[src/rtl/remem_issue_queue_if.sv]
// Issue-queue bus: CPU-side push handshake, controller-side head/stall, status.
// slave = the queue itself, master = whoever drives the queue (CPU + controller).
interface remem_issue_queue_if #(
  parameter int DEPTH   = 4,
  parameter int INSTR_W = 16,
  parameter int DATA_W  = 8,
  parameter int CNT_W   = $clog2(DEPTH + 1)
);
  logic               in_valid;
  logic               in_ready;
  logic [INSTR_W-1:0] in_instr;
  logic [DATA_W-1:0]  in_data;
  logic               flush;
  logic               stall;
  logic [INSTR_W-1:0] out_instr;
  logic [DATA_W-1:0]  out_data;
  logic               out_valid;
  logic [CNT_W-1:0]   count;
  logic               err_illegal;

  modport slave (
    input  in_valid, in_instr, in_data, flush, stall,
    output in_ready, out_instr, out_data, out_valid, count, err_illegal
  );

  modport master (
    output in_valid, in_instr, in_data, flush, stall,
    input  in_ready, out_instr, out_data, out_valid, count, err_illegal
  );
endinterface

[src/rtl/remem_issue_queue.sv]
// Issue FIFO in front of the memristor memory controller.
// Buffers gate/write/read instructions plus write data; NOPs are swallowed and
// reserved opcodes (3'b1xx) are dropped while raising a sticky error flag.
// The head is held while the controller asserts stall.
// Optional: define REMEM_IQ_BYPASS_EN to let a storable instruction offered to
// an empty queue drive the head combinationally (zero-cycle latency).
module remem_issue_queue #(
  parameter int DEPTH   = 4,
  parameter int INSTR_W = 16,
  parameter int DATA_W  = 8,
  parameter int CNT_W   = $clog2(DEPTH + 1)
) (
  input  logic                   clk,
  input  logic                   rst,
  remem_issue_queue_if.slave     bus
);
  localparam int               PTR_W = $clog2(DEPTH);
  localparam logic [CNT_W-1:0] FULL  = CNT_W'(DEPTH);

  typedef struct packed {
    logic [INSTR_W-1:0] instr;
    logic [DATA_W-1:0]  data;
  } entry_t;

  entry_t           mem [DEPTH];
  logic [PTR_W-1:0] rd_ptr, wr_ptr;
  logic [CNT_W-1:0] cnt;
  logic             err_q;

  logic [2:0] opc;
  logic       storable, illegal, empty, push, pop, wr_en, byp, byp_take;

  assign opc      = bus.in_instr[INSTR_W-1 -: 3];
  assign storable = (opc == 3'b001) || (opc == 3'b010) || (opc == 3'b011);
  assign illegal  = opc[2];
  assign empty    = (cnt == '0);

  // Ready depends on occupancy alone so the CPU never sees stall ripple through.
  assign bus.in_ready = (cnt < FULL);
  assign push         = bus.in_valid && bus.in_ready;

`ifdef REMEM_IQ_BYPASS_EN
  assign byp = empty && bus.in_valid && storable;
`else
  assign byp = 1'b0;
`endif
  // A bypassed entry taken by the controller this edge never touches storage.
  assign byp_take = byp && !bus.stall;
  assign pop      = !empty && !bus.stall;
  assign wr_en    = push && storable && !bus.flush && !byp_take;

  assign bus.count       = cnt;
  assign bus.err_illegal = err_q;

  // Head presentation: bypass path first, else storage at the read pointer, NOP when empty.
  always_comb begin
    bus.out_valid = 1'b0;
    bus.out_instr = '0;
    bus.out_data  = '0;
    if (byp) begin
      bus.out_valid = 1'b1;
      bus.out_instr = bus.in_instr;
      bus.out_data  = bus.in_data;
    end else if (!empty) begin
      bus.out_valid = 1'b1;
      bus.out_instr = mem[rd_ptr].instr;
      bus.out_data  = mem[rd_ptr].data;
    end
  end

  // Pointer and occupancy bookkeeping; flush beats push and pop.
  always_ff @(posedge clk or posedge rst) begin
    if (rst) begin
      rd_ptr <= '0;
      wr_ptr <= '0;
      cnt    <= '0;
    end else if (bus.flush) begin
      rd_ptr <= '0;
      wr_ptr <= '0;
      cnt    <= '0;
    end else begin
      if (wr_en) wr_ptr <= wr_ptr + 1'b1;
      if (pop)   rd_ptr <= rd_ptr + 1'b1;
      case ({wr_en, pop})
        2'b10:   cnt <= cnt + 1'b1;
        2'b01:   cnt <= cnt - 1'b1;
        default: cnt <= cnt;
      endcase
    end
  end

  // Sticky illegal-opcode flag; a flush does not hide a bad offer.
  always_ff @(posedge clk or posedge rst) begin
    if (rst)                  err_q <= 1'b0;
    else if (push && illegal) err_q <= 1'b1;
  end

  // Entry storage, no reset needed since contents are qualified by count.
  always_ff @(posedge clk) begin
    if (wr_en) mem[wr_ptr] <= {bus.in_instr, bus.in_data};
  end
endmodule
[src/flat_wrapper.sv]
// flat-port wrapper written by rule: the top's interface ports become plain ports
module remem_issue_queue_flat 
#(
  parameter int DEPTH   = 4,
  parameter int INSTR_W = 16,
  parameter int DATA_W  = 8,
  parameter int CNT_W   = $clog2(DEPTH + 1)
)
  (clk, rst, bus_in_valid, bus_in_instr, bus_in_data, bus_flush, bus_stall, bus_in_ready, bus_out_instr, bus_out_data, bus_out_valid, bus_count, bus_err_illegal);
  remem_issue_queue_if #(.DEPTH(DEPTH), .INSTR_W(INSTR_W), .DATA_W(DATA_W), .CNT_W(CNT_W)) bus_i ();
  input  logic clk;
  input  logic rst;
  input wire logic [$bits(bus_i.in_valid)-1:0] bus_in_valid;
  input wire logic [$bits(bus_i.in_instr)-1:0] bus_in_instr;
  input wire logic [$bits(bus_i.in_data)-1:0] bus_in_data;
  input wire logic [$bits(bus_i.flush)-1:0] bus_flush;
  input wire logic [$bits(bus_i.stall)-1:0] bus_stall;
  output wire logic [$bits(bus_i.in_ready)-1:0] bus_in_ready;
  output wire logic [$bits(bus_i.out_instr)-1:0] bus_out_instr;
  output wire logic [$bits(bus_i.out_data)-1:0] bus_out_data;
  output wire logic [$bits(bus_i.out_valid)-1:0] bus_out_valid;
  output wire logic [$bits(bus_i.count)-1:0] bus_count;
  output wire logic [$bits(bus_i.err_illegal)-1:0] bus_err_illegal;
  assign bus_i.in_valid = bus_in_valid;
  assign bus_i.in_instr = bus_in_instr;
  assign bus_i.in_data = bus_in_data;
  assign bus_i.flush = bus_flush;
  assign bus_i.stall = bus_stall;
  assign bus_in_ready = bus_i.in_ready;
  assign bus_out_instr = bus_i.out_instr;
  assign bus_out_data = bus_i.out_data;
  assign bus_out_valid = bus_i.out_valid;
  assign bus_count = bus_i.count;
  assign bus_err_illegal = bus_i.err_illegal;
  remem_issue_queue #(.DEPTH(DEPTH), .INSTR_W(INSTR_W), .DATA_W(DATA_W), .CNT_W(CNT_W)) u_core (.clk(clk), .rst(rst), .bus(bus_i));
endmodule
[config.mk]
export PLATFORM = sky130hd
export DESIGN_NAME = remem_issue_queue_flat
export DESIGN_NICKNAME = d
export VERILOG_FILES = /design/src/rtl/remem_issue_queue_if.sv /design/src/rtl/remem_issue_queue.sv /design/src/flat_wrapper.sv
export SDC_FILE = /design/constraint.sdc
export NUM_CORES = 1
export LEC_CHECK = 0
export CAP_MARGIN = 5
export CORE_MARGIN = 10
export CORE_UTILIZATION = 45
export CTS_CLUSTER_SIZE = 40
export DETAILED_ROUTE_END_ITERATION = 10
export GPL_ROUTABILITY_DRIVEN = 0
export PLACE_DENSITY = 0.7
export SLEW_MARGIN = 0
export SYNTH_ARGS = -nofsm -noshare
export SYNTH_HDL_FRONTEND = slang
export SYNTH_SLANG_ARGS = --single-unit
[constraint.sdc]
create_clock -name clk -period 2.1 [get_ports clk]
set_input_delay 0.21 -clock clk [delete_from_list [all_inputs] [get_ports clk]]
set_output_delay 0.21 -clock clk [all_outputs]
set_load 0.05 [all_outputs]
# After elaboration in Yosys (flattened, before gate mapping)
# Memory sizes are Yosys's and may differ from the RTL's.
# Index checks and enable logic that the tools add are counted.
[word_totals] mem_bits_rw=96 rom_bits=0 elab_cells=40 n_memories=1 latch_bits=0 out_inout_bits=30 reg_bits=8
[memory_table] memory="u_core.mem" depth=4 width=24 read_ports=1 rd_ports_with_merged_regs=0 wr=1 line_no="remem_issue_queue.sv:25" source="entry_t mem [DEPTH];"
[op_classes] n_eq_ne=5 div=0 addsub=4 multipliers=0 n_reduce_logical=14 muxes=11 n_lt_le_gt_ge=1 bitwise_logic=0 shift=0
[op_table] op="$mux 16" n=1
[op_table] op="$mux 2" n=4
[op_table] op="$mux 8" n=1
[op_table] op="$eq 3x2->1 const B" n=2
[op_table] op="$pmux 3 s2" n=1
[op_table] op="$logic_and 1x1->1" n=5
[op_table] op="$add 2x1->2 const B" n=2
[op_table] op="$reduce_bool 2->1" n=2
[op_table] op="$add 3x1->3 const B" n=1
[op_table] op="$eq 3x1->1 const B" n=1
[op_table] op="$logic_not 1->1" n=3
[op_table] op="$logic_not 3->1" n=1
[op_table] op="$lt 3x3->1 const B" n=1
[op_table] op="$mux 1" n=3
[op_table] op="$mux 3" n=1
[op_table] op="$reduce_bool 3->1" n=1
[op_table] op="$sub 3x1->3 const B" n=1
[op_table] op="$eq 2x1->1 const B" n=1
[op_table] op="$eq 2x2->1 const B" n=1
[op_table] op="$logic_or 1x1->1" n=2

# Depth between registers and ports, before layout
[logic_depth] depth_word=8 depth_mapped=6 mapped_depth_nobuf=6

# Worst setup path after synthesis
# Ideal clock, no wire load.
[synth_timing] kind="reg2reg" startpoint="reg u_core.cnt[1] (netlist: u_core.bus.count[1])" endpoint="reg u_core.cnt[2] (netlist: u_core.bus.count[2])" path_stages_with_launch=7 required_ns=2.018 arrival_ns=2.497 setup_ns=0.082 path_buffers=1 slack_ns=-0.479 path_cell_list="dfrtp_1 > nor3_4 > clkbuf_1 > nor3_1 > fa_1 > or4b_1 > a31oi_1"
[synth_via] elab_chain_cells=7
[synth_rtl] item="start, declared" line_no="remem_issue_queue.sv:27" source="logic [CNT_W-1:0] cnt;"
[synth_rtl] item="start signal, assigned" line_no="remem_issue_queue.sv:85" source="2'b10: cnt <= cnt + 1'b1;"
[synth_rtl] item="start signal, assigned" line_no="remem_issue_queue.sv:86" source="2'b01: cnt <= cnt - 1'b1;"
[synth_rtl] item="start signal, assigned" line_no="remem_issue_queue.sv:87" source="default: cnt <= cnt;"
[synth_rtl] item="$lt 3x3->1" line_no="remem_issue_queue.sv:39" source="assign bus.in_ready = (cnt < FULL);"
[synth_rtl] item="$logic_and 1x1->1" line_no="remem_issue_queue.sv:40" source="assign push = bus.in_valid && bus.in_ready;"
[synth_rtl] item="$logic_and 1x1->1 (2 in series)" line_no="remem_issue_queue.sv:50" source="assign wr_en = push && storable && !bus.flush && !byp_take;"
[synth_rtl] item="$eq 2x1->1 or $eq 2x2->1 (tied branches)" line_no="remem_issue_queue.sv:84" source="case ({wr_en, pop})"
[synth_rtl] item="$pmux 3 s2" line_no="remem_issue_queue.sv:84"
[synth_rtl] item="$mux 3" line_no="remem_issue_queue.sv:77" source="end else if (bus.flush) begin"
# Several ways; a longest one is shown, not always the timed one.
# A chain may end at the register's enable or synchronous reset.

# Final worst setup path
[layout_timing] startpoint="reg u_core.rd_ptr[0]" endpoint="out bus_out_data[5]"
[layout_via] elab_chain_cells=2
[layout_rtl] item="start, declared" line_no="remem_issue_queue.sv:26" source="logic [PTR_W-1:0] rd_ptr, wr_ptr;"
[layout_rtl] item="start signal, assigned" line_no="remem_issue_queue.sv:83" source="if (pop) rd_ptr <= rd_ptr + 1'b1;"
[layout_rtl] item="$mem_v2 4x24"
[layout_rtl] item="$mux 8" line_no="remem_issue_queue.sv:64" source="end else if (!empty) begin"
[layout_rtl] item="end, declared" line_no="flat_wrapper.sv:20" source="output wire logic [$bits(bus_i.out_data)-1:0] bus_out_data;"
# No other way between the ends.

==> flow_metrics.env <==
export IMPL_worst_setup_path_end_kind="primary output"
export IMPL_port_buffer_count=58
export IMPL_postRouteAntennaNets=0
export IMPL_cts_sinks=104
export IMPL_grt_pass1_wl_um=12030
export IMPL_cts_root_buf="clkbuf_8"
export IMPL_vias=2026
export IMPL_grtUsageTotal=0.1201
export IMPL_required_ns=1.89
export IMPL_min_period_ns=2.039
export IMPL_yosys_area_top_type="edfxtp_1"
export IMPL_core_um2=9109
export IMPL_rows=35
export IMPL_crit_fanout=12
export IMPL_antenna_found_initial=0
export IMPL_start_util=0.4576
export IMPL_yosysSeqAreaShare=0.7397
export IMPL_cp_start_kind="flip-flop"
export IMPL_status="completed"
export IMPL_syn_inst=203
export IMPL_wl_um=7529
export IMPL_first_iter_violations=58
export IMPL_cts_buffer_depth=2
export IMPL_synth_top_area_share=0.6917
export IMPL_drc=0
export IMPL_ctsHtreeMaxLevel=3
export IMPL_slew_viol_final=0
export IMPL_rsz0062_at_grt="true"
export IMPL_timing_final_crit_share=0.9711
export IMPL_p_per_area_nw_per_um2=1275
export IMPL_dieWidth_um=116.2
export IMPL_vdd_drop_max_v=0.0008724
export IMPL_reg2reg_to="u_core.bus.count[2]"
export IMPL_synth_async_reset_ratio=0.07692
export IMPL_max_cap_viol_count=0
export IMPL_post_cts_buffers=0
export IMPL_diodes=0
export IMPL_crit_type="flip-flop to primary output"
export IMPL_clk_pin_slew_ns=0.10
export IMPL_fin_worst_skew_ns=0.005679
export IMPL_syn2layout_area_growth_pct=30.20
export IMPL_rr_startpoint="u_core.bus.count[2]"
export IMPL_insertion_delay_ns=0.36
export IMPL_utilization=0.5957
export IMPL_final_fill_count=669
export IMPL_nNetsFinal=320
export IMPL_regArea_um2=3088
export IMPL_grt_max_degree=28
export IMPL_synth_most_common_cell="edfxtp_1"
export IMPL_reg2reg_setup_slack_ns=0.13
export IMPL_setup_tns_ns=0
export IMPL_routed_via_density=5.040
export IMPL_worstHoldPathType="input pin to asynchronous set/reset pin"
export IMPL_hpwl_um=5145
export IMPL_yosys_warnings=0
export IMPL_wl_per_cell_um=18.73
export IMPL_cts_tree="done"
export IMPL_maxSlewHeadroom=0.6536
export IMPL_grt_overflow_total=0
export IMPL_synth_cell_types=28
export IMPL_synth_edf_count=96
export IMPL_worst_slew_pin_slew_ns=0.5187
export IMPL_ys_seq_elements=104
export IMPL_worstPathArrival_ns=1.83
export IMPL_netlist_area_um2=4168
export IMPL_leakage_nw=1.814
export IMPL_hold_violations=0
export IMPL_drive_gt1_frac=0.3643
export IMPL_chipHeight_um=116.2
export IMPL_cts_buffers_inserted=9
export IMPL_syn_nets=237
export IMPL_die_area_um2=13510
export IMPL_setup_violations=0
export IMPL_synth_area_leaders="edfxtp_1, mux4_2, dfrtp_1, nor2b_1, ha_1"
export IMPL_max_freq_ghz=0.4904
export IMPL_reg2regPathDepth=6
export IMPL_grt_pass1_vias=2288
export IMPL_multi_input_area_um2=1046
export IMPL_ys_flop_type="edfxtp_1"
export IMPL_drt_pass1_iter_count=4
export IMPL_synth_common_cells="edfxtp_1, nor2b_1, mux4_2, dfrtp_1, nor2_1"
export IMPL_io_pins=59
export IMPL_synth_area_per_cell_um2=20.53
==> power by group <==
part	internal [mW]	leakage, nW	switching, mW
clock	0.457	0.0949	0.690
sequential	2.34	0.964	0.0606
combinational	1.44	0.755	1.94
==> sequential cells by signal (all words and copies together), names as in the netlist <==
signal                  cells
u_core.wr_ptr               2
u_core.mem                 96
u_core.bus.err_illegal      1
u_core.rd_ptr               2
u_core.bus.count            3
==> cells in the final DEF (no fill, tap or decap), types with 5 or more instances in the layout <==
cell,instances
clkbuf_8,9
nor2_1,6
buf_4,24
mux4_2,24
clkdlybuf4s50_1,32
buf_6,5
edfxtp_1,96
buf_12,18
nor2b_1,25
inv_1,5
==> worst max-delay path: stages (launching register included) <==
cell	delay, ns
dfrtp_2	0.41
buf_8	0.18
mux4_2	0.52
nor2b_1	0.18
buf_12	0.17
==> routing by layer <==
layer,vias up,global-route usage,share of wire,wire length (µm)
met2,47,0.2051,0.52,3944
met5,-,0,0,0
li1,959,-,-,-
met4,0,0.04254,0.014,109
met1,1012,0.1381,0.41,3082
met3,8,0.04006,0.052,392
==> final cells by class <==
type,count,share of cell area
clock buffer,9,0.02283
inverter,5,0.003459
clock inverter,7,0.01222
sequential,104,0.5691
tap,111,0.02559
timing repair buffer,81,0.1741
multi-input combinational,85,0.1928
==> metrics by stage <==
step                      worst slack (ns)  hold slack (ns)  power [mW]  area (µm²)  std cells
after floorplan                    -0.1778          0.02546       4.560        4200        203
after global placement             -0.1633           0.4515       5.793        5199        386
after detailed placement           -0.1940           0.4854       5.808        5199        386
after CTS                         0.002001          0.08049       6.994        5396        402
after global routing              -0.02310          0.09456       7.264        5426        402
final                              0.06064          0.08703       6.921        5426        402
==> worst max-delay path by stage <==
| stage | slack [ns] | cells after the start | end | start |
|---|---|---|---|---|
| 3_3_place_gp | -0.16 | 7 | u_core.bus.count[2] | bus_in_valid |
| 6_report | 0.06 | 4 | bus_out_data[5] | u_core.rd_ptr[0] |
| 3_5_place_dp | -0.19 | 7 | u_core.bus.count[2] | bus_in_valid |
| 2_1_floorplan | -0.18 | 6 | u_core.bus.count[2] | u_core.bus.count[2] |
| 4_1_cts | 0.002 | 5 | bus_out_instr[14] | u_core.bus.count[2] |
| 5_1_grt | -0.02 | 4 | bus_out_data[5] | u_core.rd_ptr[0] |
==> cell families after synthesis <==
kind of cell / count (synthesis) / synth area share
simple gates: 46 / 0.07445
xor+xnor: 4 / 0.01021
fa+ha+maj: 5 / 0.01681
mux: 27 / 0.1381
compound gates: 3 / 0.004804
buf+inv: 14 / 0.01591
flops: 104 / 0.7397
==> repair_timing <==
item	in CTS	in global routing
gates resized for setup	2	7
setup endpoints to repair	10	27
hold buffers	0	0
(Power assumes the default switching activity.)
